### src/rtl/lane_packer_if.sv
// rtl/lane_packer_if.sv - lane beat stream in, packed frame out, between a source and lane_packer.
interface lane_packer_if #(
  parameter int NUM_UNITS  = 4,
  parameter int DATA_WIDTH = 8
);
  localparam int CW = $clog2(NUM_UNITS) + 1;

  logic                             in_valid;
  logic                             in_ready;
  logic [DATA_WIDTH-1:0]            in_data;
  logic [DATA_WIDTH-1:0]            in_operand;
  logic                             in_mode;
  logic                             in_last;
  logic                             frame_valid;
  logic                             frame_ready;
  logic [NUM_UNITS*DATA_WIDTH-1:0]  data_out;
  logic [NUM_UNITS*DATA_WIDTH-1:0]  operand_out;
  logic                             mode_out;
  logic [CW-1:0]                    lane_count;
  logic                             short_frame;

  modport master (
    output in_valid, in_data, in_operand, in_mode, in_last, frame_ready,
    input  in_ready, frame_valid, data_out, operand_out, mode_out, lane_count, short_frame
  );

  modport slave (
    input  in_valid, in_data, in_operand, in_mode, in_last, frame_ready,
    output in_ready, frame_valid, data_out, operand_out, mode_out, lane_count, short_frame
  );
endinterface

### src/rtl/lane_packer.sv
// rtl/lane_packer.sv - packs NUM_UNITS lane beats into one registered frame for the add/sub array.
module lane_packer #(
  parameter int NUM_UNITS  = 4,
  parameter int DATA_WIDTH = 8
) (
  input  logic         clk,
  input  logic         rst_n,
  lane_packer_if.slave bus
);
  localparam int LW = $clog2(NUM_UNITS);
  localparam int CW = LW + 1;
  localparam int BW = NUM_UNITS * DATA_WIDTH;

  typedef enum logic {S_FILL, S_FULL} state_t;

  state_t          r_state, w_state_nxt;
  logic [LW-1:0]   r_lane_idx, w_lane_idx_nxt;
  logic [BW-1:0]   r_data, w_data_nxt;
  logic [BW-1:0]   r_operand, w_operand_nxt;
  logic            r_mode, w_mode_nxt;
  logic            r_short, w_short_nxt;
  logic            r_valid, w_valid_nxt;
  logic [CW-1:0]   r_count, w_count_nxt;

  logic w_in_ready, w_accept, w_handoff, w_last_lane, w_close;

  assign w_in_ready  = (r_state == S_FILL) | ((r_state == S_FULL) & bus.frame_ready);
  assign w_accept    = bus.in_valid & w_in_ready;
  assign w_handoff   = r_valid & bus.frame_ready;
  assign w_last_lane = (r_lane_idx == LW'(NUM_UNITS - 1));
  assign w_close     = w_accept & (w_last_lane | bus.in_last);

  always_comb begin
    w_state_nxt    = r_state;
    w_lane_idx_nxt = r_lane_idx;
    w_data_nxt     = r_data;
    w_operand_nxt  = r_operand;
    w_mode_nxt     = r_mode;
    w_short_nxt    = r_short;
    w_valid_nxt    = r_valid;
    w_count_nxt    = r_count;

    // Handoff clears first so a beat taken in the same cycle lands in an empty frame.
    if (w_handoff) begin
      w_data_nxt    = '0;
      w_operand_nxt = '0;
      w_mode_nxt    = 1'b0;
      w_short_nxt   = 1'b0;
      w_count_nxt   = '0;
      w_valid_nxt   = 1'b0;
      w_state_nxt   = S_FILL;
    end

    if (w_accept) begin
      w_data_nxt[int'(r_lane_idx)*DATA_WIDTH +: DATA_WIDTH]    = bus.in_data;
      w_operand_nxt[int'(r_lane_idx)*DATA_WIDTH +: DATA_WIDTH] = bus.in_operand;
      w_lane_idx_nxt = r_lane_idx + LW'(1);
      if (w_close) begin
        w_state_nxt    = S_FULL;
        w_valid_nxt    = 1'b1;
        w_mode_nxt     = bus.in_mode;
        w_count_nxt    = CW'(r_lane_idx) + CW'(1);
        w_short_nxt    = ~w_last_lane;
        w_lane_idx_nxt = '0;
      end
    end
  end

  always_ff @(posedge clk or negedge rst_n) begin
    if (!rst_n) begin
      r_state    <= S_FILL;
      r_lane_idx <= '0;
      r_data     <= '0;
      r_operand  <= '0;
      r_mode     <= 1'b0;
      r_short    <= 1'b0;
      r_valid    <= 1'b0;
      r_count    <= '0;
    end else begin
      r_state    <= w_state_nxt;
      r_lane_idx <= w_lane_idx_nxt;
      r_data     <= w_data_nxt;
      r_operand  <= w_operand_nxt;
      r_mode     <= w_mode_nxt;
      r_short    <= w_short_nxt;
      r_valid    <= w_valid_nxt;
      r_count    <= w_count_nxt;
    end
  end

  assign bus.in_ready    = w_in_ready;
  assign bus.frame_valid = r_valid;
  assign bus.data_out    = r_data;
  assign bus.operand_out = r_operand;
  assign bus.mode_out    = r_mode;
  assign bus.lane_count  = r_count;
  assign bus.short_frame = r_short;
endmodule

### src/flat_wrapper.sv
// flat-port wrapper written by rule: the top's interface ports become plain ports
module lane_packer_flat 
#(
  parameter int NUM_UNITS  = 4,
  parameter int DATA_WIDTH = 8
)
  (clk, rst_n, bus_in_valid, bus_in_data, bus_in_operand, bus_in_mode, bus_in_last, bus_frame_ready, bus_in_ready, bus_frame_valid, bus_data_out, bus_operand_out, bus_mode_out, bus_lane_count, bus_short_frame);
  lane_packer_if #(.NUM_UNITS(NUM_UNITS), .DATA_WIDTH(DATA_WIDTH)) bus_i ();
  input  logic clk;
  input  logic rst_n;
  input wire logic [$bits(bus_i.in_valid)-1:0] bus_in_valid;
  input wire logic [$bits(bus_i.in_data)-1:0] bus_in_data;
  input wire logic [$bits(bus_i.in_operand)-1:0] bus_in_operand;
  input wire logic [$bits(bus_i.in_mode)-1:0] bus_in_mode;
  input wire logic [$bits(bus_i.in_last)-1:0] bus_in_last;
  input wire logic [$bits(bus_i.frame_ready)-1:0] bus_frame_ready;
  output wire logic [$bits(bus_i.in_ready)-1:0] bus_in_ready;
  output wire logic [$bits(bus_i.frame_valid)-1:0] bus_frame_valid;
  output wire logic [$bits(bus_i.data_out)-1:0] bus_data_out;
  output wire logic [$bits(bus_i.operand_out)-1:0] bus_operand_out;
  output wire logic [$bits(bus_i.mode_out)-1:0] bus_mode_out;
  output wire logic [$bits(bus_i.lane_count)-1:0] bus_lane_count;
  output wire logic [$bits(bus_i.short_frame)-1:0] bus_short_frame;
  assign bus_i.in_valid = bus_in_valid;
  assign bus_i.in_data = bus_in_data;
  assign bus_i.in_operand = bus_in_operand;
  assign bus_i.in_mode = bus_in_mode;
  assign bus_i.in_last = bus_in_last;
  assign bus_i.frame_ready = bus_frame_ready;
  assign bus_in_ready = bus_i.in_ready;
  assign bus_frame_valid = bus_i.frame_valid;
  assign bus_data_out = bus_i.data_out;
  assign bus_operand_out = bus_i.operand_out;
  assign bus_mode_out = bus_i.mode_out;
  assign bus_lane_count = bus_i.lane_count;
  assign bus_short_frame = bus_i.short_frame;
  lane_packer #(.NUM_UNITS(NUM_UNITS), .DATA_WIDTH(DATA_WIDTH)) u_core (.clk(clk), .rst_n(rst_n), .bus(bus_i));
endmodule
### config.mk
export PLATFORM = sky130hd
export DESIGN_NAME = lane_packer_flat
export DESIGN_NICKNAME = d
export VERILOG_FILES = /design/src/rtl/lane_packer_if.sv /design/src/rtl/lane_packer.sv /design/src/flat_wrapper.sv
export SDC_FILE = /design/constraint.sdc
export NUM_CORES = 1
export LEC_CHECK = 0
export ABC_AREA = 1
export ABC_CLOCK_PERIOD_IN_PS = 2800
export CAP_MARGIN = 5
export CORE_MARGIN = 2
export CORE_UTILIZATION = 40
export DETAILED_ROUTE_END_ITERATION = 8
export PLACE_DENSITY = 0.67
export SLEW_MARGIN = 5
export SYNTH_ARGS = -nofsm -noshare
export SYNTH_HDL_FRONTEND = slang
export SYNTH_SLANG_ARGS = --single-unit
### constraint.sdc
create_clock -name clk -period 2.8 [get_ports clk]
set_clock_uncertainty 0.05 [all_clocks]
set_input_delay 0.56 -clock clk [delete_from_list [all_inputs] [get_ports clk]]
set_output_delay 0.56 -clock clk [all_outputs]
set_load 0.02 [all_outputs]
==> Yosys cells after proc, flatten, opt, wreduce, memory -nomap -nowiden <==
Index checks and enable logic that the tools add are counted.
{ "word_totals": {"regBits": 73, "latch_bits": 0, "ramBits": 0, "rom_bits": 0, "inputBits": 22, "elab_cells": 45, "n_memories": 0} }
{ "classes": {"add_sub_neg": 3, "mul": 0, "n_div": 0, "order_cmp": 0, "n_eq_ne": 1, "shift": 3, "mux": 22, "n_bitwise": 8, "n_reduce_logical": 0} }
{ "op_table": {"columns": ["op", "count"], "rows": [
  ["$mux W32", 4],
  ["$shiftx A8 B33 Y32", 2],
  ["$bwmux W32", 2],
  ["$neg A5 Y33", 1],
  ["$shift A8 B33 Y32 const A", 1],
  ["$mux W1", 12],
  ["$mux W3", 3],
  ["$and A1 B1 Y1", 4],
  ["$add A2 B1 Y3 const B", 1],
  ["$add A2 B1 Y2 const B", 1],
  ["$eq A2 B2 Y1 const B", 1],
  ["$mux W2", 1],
  ["$not A1 Y1", 2],
  ["$or A1 B1 Y1", 2]
]} }

==> Logic depth before layout (Yosys ltp) <==
{ "depth": {"ltp_word": 6, "ltp_mapped": 10} }

==> Least setup slack after synthesis <==
No wires, ideal clock.
{ "synth_path": {"path_type": "register -> register", "start": "register u_core.r_lane_idx[0]", "end": "register u_core.r_data[26] (netlist: u_core.bus.data_out[26])", "setup_time_ns": 0.083, "arrival_ns": 1.879, "t_required_ns": 2.667, "setup_slack_ns": 0.788, "path_stages_with_launch": 9, "period_less_slack_ns": 2.012, "path_cell_list": "dfrtp_1 buf_6 clkbuf_1 inv_1 ha_1 nor2_1 buf_2 nand3_1 o21ai_0"} }
{ "synth_via": {"elab_chain_cells": 4} }
{ "synth_rtl": {"columns": ["item", "line", "rtl"], "rows": [
  ["start: declaration", "lane_packer.sv:17", "logic [LW-1:0] r_lane_idx, w_lane_idx_nxt;"],
  ["start signal: assignment", "lane_packer.sv:81", "r_lane_idx <= w_lane_idx_nxt;"],
  ["$neg A5 Y33 (*)", "lane_packer.sv:55", "w_data_nxt[int'(r_lane_idx)*DATA_WIDTH +: DATA_WIDTH] = bus.in_data;"],
  ["$shiftx A8 B33 Y32 / $shift A8 B33 Y32 (equally long branches)", "lane_packer.sv:55", null],
  ["$bwmux W32 (*)", "lane_packer.sv:55", null],
  ["$mux W32 (*)", "lane_packer.sv:54", "if (w_accept) begin"],
  ["named net u_core.w_data_nxt[26]", "lane_packer.sv:18", "logic [BW-1:0] r_data, w_data_nxt;"],
  ["end signal: assignment", "lane_packer.sv:82", "r_data <= w_data_nxt;"],
  ["end: declaration", "lane_packer.sv:18", null]
]} }
The timed path passes the listed nets; every way through them passes the cells marked *.
A chain may end at the register's enable or synchronous reset.

==> Worst setup path in the final report <==
{ "layout_path": {"start": "input bus_frame_ready", "end": "output bus_in_ready"} }
{ "layout_via": {"elab_chain_cells": 2} }
{ "layout_rtl": {"columns": ["item", "line", "rtl"], "rows": [
  ["start: declaration", "flat_wrapper.sv:16", "input wire logic [$bits(bus_i.frame_ready)-1:0] bus_frame_ready;"],
  ["$and A1 B1 Y1", "lane_packer.sv:27", "assign w_in_ready = (r_state == S_FILL) | ((r_state == S_FULL) & bus.frame_ready);"],
  ["$or A1 B1 Y1", "lane_packer.sv:27", null],
  ["end: declaration", "flat_wrapper.sv:17", "output wire logic [$bits(bus_i.in_ready)-1:0] bus_in_ready;"]
]} }
No other way between the ends.

==> results.cfg <==
[critical_path]
critical_path_class = in2out
crit_arrival_ns = 1.85
cp-end-kind = primary output
critical_path_required_ns = 2.19
critPathMaxFanout = 5
r2r_slack_ns = 0.82
start_kind = primary input

[clock_network]
cts.path.max_buffers = 2
postCtsSetupBuffers = 0
clkTransAtPathRegs_ns = 0.07
clkLatencyLatePin_ns = 0.34
clockRootBuffer = clkbuf_8
cts_resized = 0
cts_tree = done
numCtsBuffers = 9
cts-hold-fix-buffers = 0
clock_sinks = 73
htree_levels = 3

[global_route]
antenna_found_initial = 0
grt_pass1_vias = 3316
grt_use_total = 0.201
overflow = 0
grt_pass1_wl_um = 16100
grt_max_degree = 74

[placed_design]
placed_area_um2 = 4800
gp_congestion = 0.834
hpwl_um = 6710
port_buffers = 92

[logic_synthesis]
synth-simple-area-share = 0.314
avgSynthCellArea_um2 = 7.30
synth_top_area_cell = dfrtp_1
synth_seq_area_share = 0.482
synth-compound-area-share = 0.0643
ys_types = 18
syn_inst = 520
synth_top_family_by_area = simple AND/OR/NAND/NOR gates
netlist_area_um2 = 3790
synth_xor_area_frac = 0
synth_top_area_frac = 0.482
synthAdderAreaFrac = 0.0198
ys_ff_latch = 73
synthTopCellsByArea = dfrtp_1 (48%), nand2_1 (13%), nor2_1 (9.0%)
synthMuxAreaShare = 0
yosys_warnings = 0
synthesis.nets = 548

[timing]
slew_headroom = 0.530
fin_crit_sh = 0.880
slew_viol_final = 0
fin_crit_ns = 2.46
report.final.setup_viol = 0
rsz0062_at_grt = false
clock.fmax_mhz = 406
worst_pin_slew_ns = 0.704
finalHoldViolCount = 0
tns_ns = 0

[routing]
wire_per_inst_um = 13.0
vias = 3408
drtAntennaViolNets = 0
first_pass_iters = 4
post-route-drc-count = 0
drtIter0Drc = 153
drt_wl_total_um = 9580
via_per_inst = 4.63

[power]
p_sw_frac = 0.412
combPwrFrac = 0.427
clkPwrFrac = 0.203
switchingPower_mw = 1.45
vdd.ir_drop.worst_uv = 434
seqPwrFrac = 0.370
power.leakage_nw = 2.19
powerDensity_nw_per_um2 = 708
p_int_mw = 2.07
totalPowerFinal_mw = 3.51

[layout]
post-route-util = 0.537
area_growth_pct = 30.8
final_net_count = 631
drive_gt1_frac = 0.0527
fill_cells = 917
diodes = 0
design_area_um2 = 4960

[run_status]
status = finished, final reports clean

[die]
die_area_um2 = 10300
start_util = 0.411
ios = 93
die-width_um = 101
die_y_um = 101
core_um2 = 9240
rows = 35

[hold_path]
hp-class = in2async

[job]
drv_cap = 0
==> worst paths after layout <==
check	startpoint	to	cells past startpoint
setup / recovery	bus_frame_ready	bus_in_ready	4
hold / removal	rst_n	u_core.bus.short_frame	2
setup reg to reg	u_core.r_lane_idx[1]	u_core.bus.data_out[1]	6
min in group clk	u_core.bus.operand_out[30]	u_core.bus.operand_out[30]	2
max in group asynchronous	rst_n	u_core.bus.operand_out[21]	2
hold reg to reg	u_core.bus.operand_out[30]	u_core.bus.operand_out[30]	2
==> cell usage in the layout (no fill, tap or decap), drive strengths merged <==
cell type / instances
a21boi: 1
buf: 9
clkinv: 4
inv: 77
nand3: 60
ha: 6
o21ai: 45
clkdlybuf4s50: 91
nor2: 96
clkbuf: 11
dfrtp: 73
nand2: 134
==> metal layers <==
metal  vias up  GRT usage  share of wire
li1       1741          -              -
met1      1573      0.258           0.45
met2        80      0.341           0.50
met3        14     0.0317          0.043
met4         0     0.0790          0.016
met5         -          0              0
==> state kept, by name, summed over array words and instances (netlist names) <==
signal / cells
u_core.bus.lane_count: 3
u_core.bus.mode_out: 1
u_core.r_state: 1
u_core.bus.short_frame: 1
u_core.r_lane_idx: 2
u_core.bus.data_out: 32
u_core.bus.operand_out: 32
u_core.bus.frame_valid: 1
==> cell usage after synthesis <==
library cell,n
a21boi_4,1
buf_2,16
buf_4,2
buf_6,4
clkbuf_1,4
clkbuf_2,1
clkbuf_4,1
dfrtp_1,73
ha_1,6
inv_1,77
nand2_1,132
nand2_2,2
nand3_1,60
nor2_1,91
nor2_2,3
nor2_4,2
o21ai_0,37
o21ai_1,8
==> final cells by class <==
| class | count | area [um^2] | share of cell area |
|---|---|---|---|
| clock inverter | 4 | 20.0 | 0.00403 |
| multi-input combinational | 342 | 1510 | 0.304 |
| clock buffer | 11 | 141 | 0.0285 |
| inverter | 77 | 289 | 0.0582 |
| timing repair buffer | 100 | 1010 | 0.204 |
| sequential | 73 | 1830 | 0.368 |
| tap | 129 | 161 | 0.0325 |
==> per-stage QoR <==
stage	std cells	hold slack [ns]	worst slack [ns]
2_1_floorplan	520	0.214	0.788
3_3_place_gp	721	0.464	0.352
3_5_place_dp	721	0.462	0.337
4_1_cts	736	0.203	0.330
5_1_grt	736	0.216	0.260
6_report	736	0.190	0.336
==> worst max-delay path, cell delays in order <==
cell and delay [ns]:
clkdlybuf4s50_1 0.48, inv_1 0.09, nand2_2 0.11, clkdlybuf4s50_1 0.61
==> kinds of logic after synthesis <==
logic type                 after synthesis
adders and majority gates                6
DFF                                     73
and+or+nand+nor                        290
AOI/OAI and AO/OA                       46
buffers and inverters                  105
==> power groups by stage <==
| stage | Clock, mW | Sequential (mW) | Combinational (mW) |
|---|---|---|---|
| 3_3_place_gp | 0 | 1.32 | 1.49 |
| 2_1_floorplan | 0 | 1.48 | 0.837 |
| 5_1_grt | 0.784 | 1.32 | 1.68 |
| 3_5_place_dp | 0 | 1.32 | 1.51 |
| 6_report | 0.714 | 1.30 | 1.50 |
| 4_1_cts | 0.736 | 1.30 | 1.52 |
(Power assumes the default switching activity.)
